--- config.mk ---
export PLATFORM = sky130hd
export DESIGN_NAME = uart_tx_arbiter
export DESIGN_NICKNAME = d
export VERILOG_FILES = /design/src/rtl/uart_tx_arbiter.sv
export SDC_FILE = /design/constraint.sdc
export NUM_CORES = 1
export LEC_CHECK = 0
export CAP_MARGIN = 20
export CORE_UTILIZATION = 44
export DETAILED_ROUTE_END_ITERATION = 8
export GPL_TIMING_DRIVEN = 1
export HOLD_SLACK_MARGIN = 0.03
export PLACE_DENSITY_LB_ADDON = 0.08
export REMOVE_ABC_BUFFERS = 1
export SYNTH_ARGS = -nofsm -noshare
export SYNTH_HDL_FRONTEND = slang
export SYNTH_SLANG_ARGS = --single-unit
--- constraint.sdc ---
create_clock -name clk -period 3.6 [get_ports clk]
set_clock_uncertainty 0.15 [all_clocks]
set_input_delay 0.9 -clock clk [delete_from_list [all_inputs] [get_ports clk]]
set_output_delay 0.9 -clock clk [all_outputs]
set_load 0.05 [all_outputs]
--- src/rtl/uart_tx_arbiter.sv ---
// uart_tx_arbiter: shares one UART byte port among NUM_REQ requesters, round-robin per packet,
// with an optional source-tag byte per packet and an abort for packets that stall mid-stream.
module uart_tx_arbiter #(
  parameter int NUM_REQ        = 4,
  parameter int DATA_BITS      = 8,
  parameter int HEADER_EN      = 1,
  parameter int TAG_BASE       = 'hA0,
  parameter int TIMEOUT_CYCLES = 65536
) (
  input  logic                         clk,
  input  logic                         rst,
  input  logic [NUM_REQ*DATA_BITS-1:0] req_data,
  input  logic [NUM_REQ-1:0]           req_valid,
  input  logic [NUM_REQ-1:0]           req_last,
  output logic [NUM_REQ-1:0]           req_ready,
  output logic [DATA_BITS-1:0]         tx_data,
  output logic                         tx_valid,
  input  logic                         tx_ready,
  output logic                         busy,
  output logic [$clog2(NUM_REQ)-1:0]   grant_idx,
  output logic [15:0]                  timeout_cnt
);
  localparam int IDX_W   = $clog2(NUM_REQ);
  localparam int STALL_W = (TIMEOUT_CYCLES > 1) ? $clog2(TIMEOUT_CYCLES) : 1;
  localparam logic [STALL_W-1:0] STALL_MAX =
    STALL_W'((TIMEOUT_CYCLES > 0) ? TIMEOUT_CYCLES - 1 : 0);

  typedef enum logic [1:0] {S_IDLE, S_TAG, S_DATA} state_t;

  state_t               state_reg, state_next;
  logic [IDX_W-1:0]     grant_reg, grant_next;
  logic [IDX_W-1:0]     last_grant_reg, last_grant_next;
  logic [STALL_W-1:0]   stall_reg, stall_next;
  logic [15:0]          timeout_cnt_reg, timeout_cnt_next;

  logic [DATA_BITS-1:0] req_bytes [NUM_REQ];
  logic [IDX_W-1:0]     rr_pick;
  int                   rr_dist;
  int                   rr_best;

  generate
    for (genvar gi = 0; gi < NUM_REQ; gi++) begin : g_req
      assign req_bytes[gi] = req_data[gi*DATA_BITS +: DATA_BITS];
      assign req_ready[gi] = (state_reg == S_DATA) && (grant_reg == IDX_W'(gi)) && tx_ready;
    end
  endgenerate

  // Round-robin: pick the valid requester with the smallest distance past last_grant.
  always_comb begin
    rr_pick = last_grant_reg;
    rr_best = NUM_REQ;
    rr_dist = 0;
    for (int c = 0; c < NUM_REQ; c++) begin
      rr_dist = c - int'(last_grant_reg) - 1;
      if (rr_dist < 0) rr_dist = rr_dist + NUM_REQ;
      if (req_valid[c] && (rr_dist < rr_best)) begin
        rr_best = rr_dist;
        rr_pick = IDX_W'(c);
      end
    end
  end

  always_ff @(posedge clk) begin
    if (rst) begin
      state_reg       <= S_IDLE;
      grant_reg       <= '0;
      last_grant_reg  <= IDX_W'(NUM_REQ - 1);
      stall_reg       <= '0;
      timeout_cnt_reg <= '0;
    end else begin
      state_reg       <= state_next;
      grant_reg       <= grant_next;
      last_grant_reg  <= last_grant_next;
      stall_reg       <= stall_next;
      timeout_cnt_reg <= timeout_cnt_next;
    end
  end

  always_comb begin
    state_next       = state_reg;
    grant_next       = grant_reg;
    last_grant_next  = last_grant_reg;
    stall_next       = stall_reg;
    timeout_cnt_next = timeout_cnt_reg;
    tx_valid         = 1'b0;
    tx_data          = '0;
    case (state_reg)
      S_IDLE: begin
        if (|req_valid) begin
          grant_next = rr_pick;
          state_next = (HEADER_EN != 0) ? S_TAG : S_DATA;
        end
      end
      S_TAG: begin
        tx_valid = 1'b1;
        tx_data  = DATA_BITS'(TAG_BASE + int'(grant_reg));
        if (tx_ready) state_next = S_DATA;
      end
      S_DATA: begin
        tx_valid = req_valid[grant_reg];
        tx_data  = req_bytes[grant_reg];
        if (req_valid[grant_reg] && tx_ready) begin
          stall_next = '0;
          if (req_last[grant_reg]) begin
            last_grant_next = grant_reg;
            state_next      = S_IDLE;
          end
        end else if (!req_valid[grant_reg]) begin
          // Abort only while the source is silent, so no byte is ever cut short.
          if ((TIMEOUT_CYCLES != 0) && (stall_reg == STALL_MAX)) begin
            state_next      = S_IDLE;
            last_grant_next = grant_reg;
            stall_next      = '0;
            if (timeout_cnt_reg != 16'hFFFF) timeout_cnt_next = timeout_cnt_reg + 16'd1;
          end else begin
            stall_next = stall_reg + 1'b1;
          end
        end
      end
      default: state_next = S_IDLE;
    endcase
  end

  assign busy        = (state_reg != S_IDLE);
  assign grant_idx   = grant_reg;
  assign timeout_cnt = timeout_cnt_reg;

endmodule

==> key figures <==
Status
  – Status: completed

Placed design
  – Number of port buffers: 74
  – Cell Area, Placed: 3570 µm²
  – DPL Wire Length: 5070 µm
  – Place WS: -0.604 ns
  – Gpl congestion: 0.819

Yosys
  – Register area share after synthesis: 28.6%
  – Mapped Avg Cell Area: 8.69 µm²
  – Top cell type's share of synthesized area: 28.6%
  – Synth warn: 0
  – Area contributors post-synth: dfxtp_1, mux4_2, ha_1
  – Area leader, netlist: dfxtp_1
  – Predominant post-synthesis flop cell: dfxtp_1
  – Netlist cell types: 54
  – Number of flops mapped to enable cells by yosys: 0
  – Synth Instances: 306
  – Synth async-reset ratio: 0%
  – Synthesized flop and latch total: 38
  – Synth Cell Area: 2660 µm²

Timing
  – Endpoints failing setup: 0
  – Fin crit period: about 3.5 ns
  – Final setup TNS: 0 ns
  – FMAX: 286 MHz
  – Least-Margin Pin Slew: slightly below 0.8 ns
  – Slew Limit Fails: 0
  – Max-slew headroom: 48.7%
  – Final Cycle Share: a little over nine tenths
  – Final hold violations: 0
  – Final worst slack: 0.103 ns

Setup path
  – Crit. End Element: output port
  – WP data required: about 2.6 ns
  – CP max stage cell: mux4_2
  – Crit path cell chain: clkdlybuf4s50_1 -> buf_4 -> mux4_2 -> a21oi_1 -> nor2b_1 -> buf_4
  – Crit-path max FO: 3
  – Crit-path leading delay family: buffers and inverters
  – Startpoint Class: input pin
  – CP Class: in -> out
  – CP bufs+invs: 3
  – Most frequent CP cell: buf_4
  – Arr. time, crit path: 2.45 ns
  – Max incr delay on CP: 0.54 ns

Detailed routing
  – DRC viols: 0
  – Drt pass-1 iters: 6
  – Routed Wire Length: 7060 µm
  – WL per Instance: 14.8 µm
  – Post-DR vias/cell: 5.62
  – 1st-iter DRT viols: 143
  – Routed Antenna Nets: 0
  – Via count: 2682

Global route
  – Vias in the first global route: 2492
  – Total grt overflow: 0
  – GRT Util Overall: a little under a quarter
  – First-pass GRT wire length: 11500 µm
  – Antenna violations before repair: 0
  – Largest net degree at the start of global routing: 27

Pwr
  – P_leak: 1.40 nW
  – Maximum vdd drop: 0.420 mV
  – Total power: 1.64 mW
  – PwrDens: between 400 and 500 nW/µm²
  – Sw frac: approximately two fifths
  – Int Power: 0.983 mW
  – Clock power frac: 18.5%
  – Net load switching power: 0.661 mW
  – Sequential power share: 31.2%
  – Comb pwr share: about 50%

Cells and area
  – Share of cells above drive strength 1: 21.7%
  – Finished Cell Area: between 3000 and 4000 µm²
  – # nets final: roughly 460
  – Diodes inserted: 0
  – Syn-to-layout area delta: 43.2%

Floorplan
  – Core ar.: about 5700 µm²
  – Full die area: 6360 µm²
  – Die Height: 79.7 µm
  – IO Pins: 75
  – Initial core utilization: 46.8%
  – Die X-Extent: 79.7 µm
  – Row count: 27

Min path
  – Worst Hold Class: reg -> reg

CTS
  – CTS Sinks: 38
  – Clk_lat worst skew: 0.29 ns
  – Root buffer cell: clkbuf_8
  – CTS H-tree lvls: 2
  – Clock transition at path regs: 0.07 ns
  – CTS tree: yes
  – Max Buffers Root-to-Sink: 2
  – Hold buffers post-CTS: 0
  – Num CTS Buffers: 5

Run
  – # Max-Cap Violations: 0
## worst min-delay path: cells and delay by family, from the launching register on
kind            cells  cell delay, ns
compound gates      2            0.13
flops               1            0.33
## layout by cell type, fill, tap and decap left out, types with 11 or more instances in the layout
master | Yosys | routed
buf_4 | 0 | 39
clkdlybuf4s50_1 | 0 | 59
inv_1 | 19 | 19
ha_1 | 14 | 11
xnor2_1 | 12 | 11
dfxtp_1 | 38 | 36
nand2_1 | 12 | 12
nand3_1 | 14 | 14
a21oi_1 | 22 | 21
nor2_1 | 35 | 33
## metrics by stage
stage	hold WS, ns	utilization [%]	cells
detailed placement	0.349	62.9	456
global placement	0.340	62.9	456
floorplan	0.314	-	293
finish	0.356	67.1	477
CTS	0.363	66.2	476
global route	0.398	67.1	477
## synthesized netlist by cell type, types with 10 or more instances
library cell,number
nor2_1,35
nor2b_1,10
mux4_2,10
xnor2_1,12
ha_1,14
nand2_1,12
a21oi_1,22
or4_1,10
nand3_1,14
inv_1,19
dfxtp_1,38
## metal layers
layer	vias up	track usage [%]	routed length [µm]
met5	-	0	0
met4	0	5.36	56
met3	7	4.00	230
met2	52	39.5	3570
met1	1291	29.7	3200
li1	1332	-	-
## layout make-up
| class | count | area, µm² |
|---|---|---|
| Clock inverter | 1 | 5.00 |
| Tap cell | 72 | 90.1 |
| Fill cell | 483 | 1870 |
| Inverter | 20 | 76.3 |
| Timing Repair Buffer | 104 | 981 |
| Multi-Input combinational cell | 235 | 1810 |
| Clock buffer | 7 | 86.3 |
| Sequential cell | 38 | 763 |
## cells by family after synthesis
| kind of cell | count (synthesis) | share of synthesized area (%) |
|---|---|---|
| compound gates | 59 | 14.6 |
| mux | 17 | 11.2 |
| flops | 38 | 28.6 |
| other cells | 1 | 0.141 |
| xor+xnor | 16 | 5.27 |
| simple gates | 127 | 28.0 |
| fa+ha+maj | 14 | 6.59 |
| buf+inv | 34 | 5.55 |
## path summary, 6_finish.rpt
kind,cells after the start,to,slack (ns),start
max reg2reg,18,grant_idx[0],0.13,last_grant_reg[0]
max,6,tx_valid,0.10,req_valid[2]
min reg2reg,2,state_reg[1],0.36,state_reg[1]
min,2,state_reg[1],0.36,state_reg[1]
## power groups by stage
stage / combinational, mW / clock [mW] / sequential [mW]
floorplan: 0.481 / 0 / 0.539
global placement: 0.765 / 0 / 0.523
detailed placement: 0.773 / 0 / 0.524
CTS: 0.813 / 0.311 / 0.515
global route: 0.893 / 0.329 / 0.522
finish: 0.826 / 0.304 / 0.513
## what timing repair did
action,4_1_cts,5_1_grt
setup endpoints to repair,1,2
buffers inserted,12,1
endpoints found under the hold margin,0,0
pin swaps,7,10
resized for setup,6,13
No activity file was read; power rests on OpenSTA's default activity.
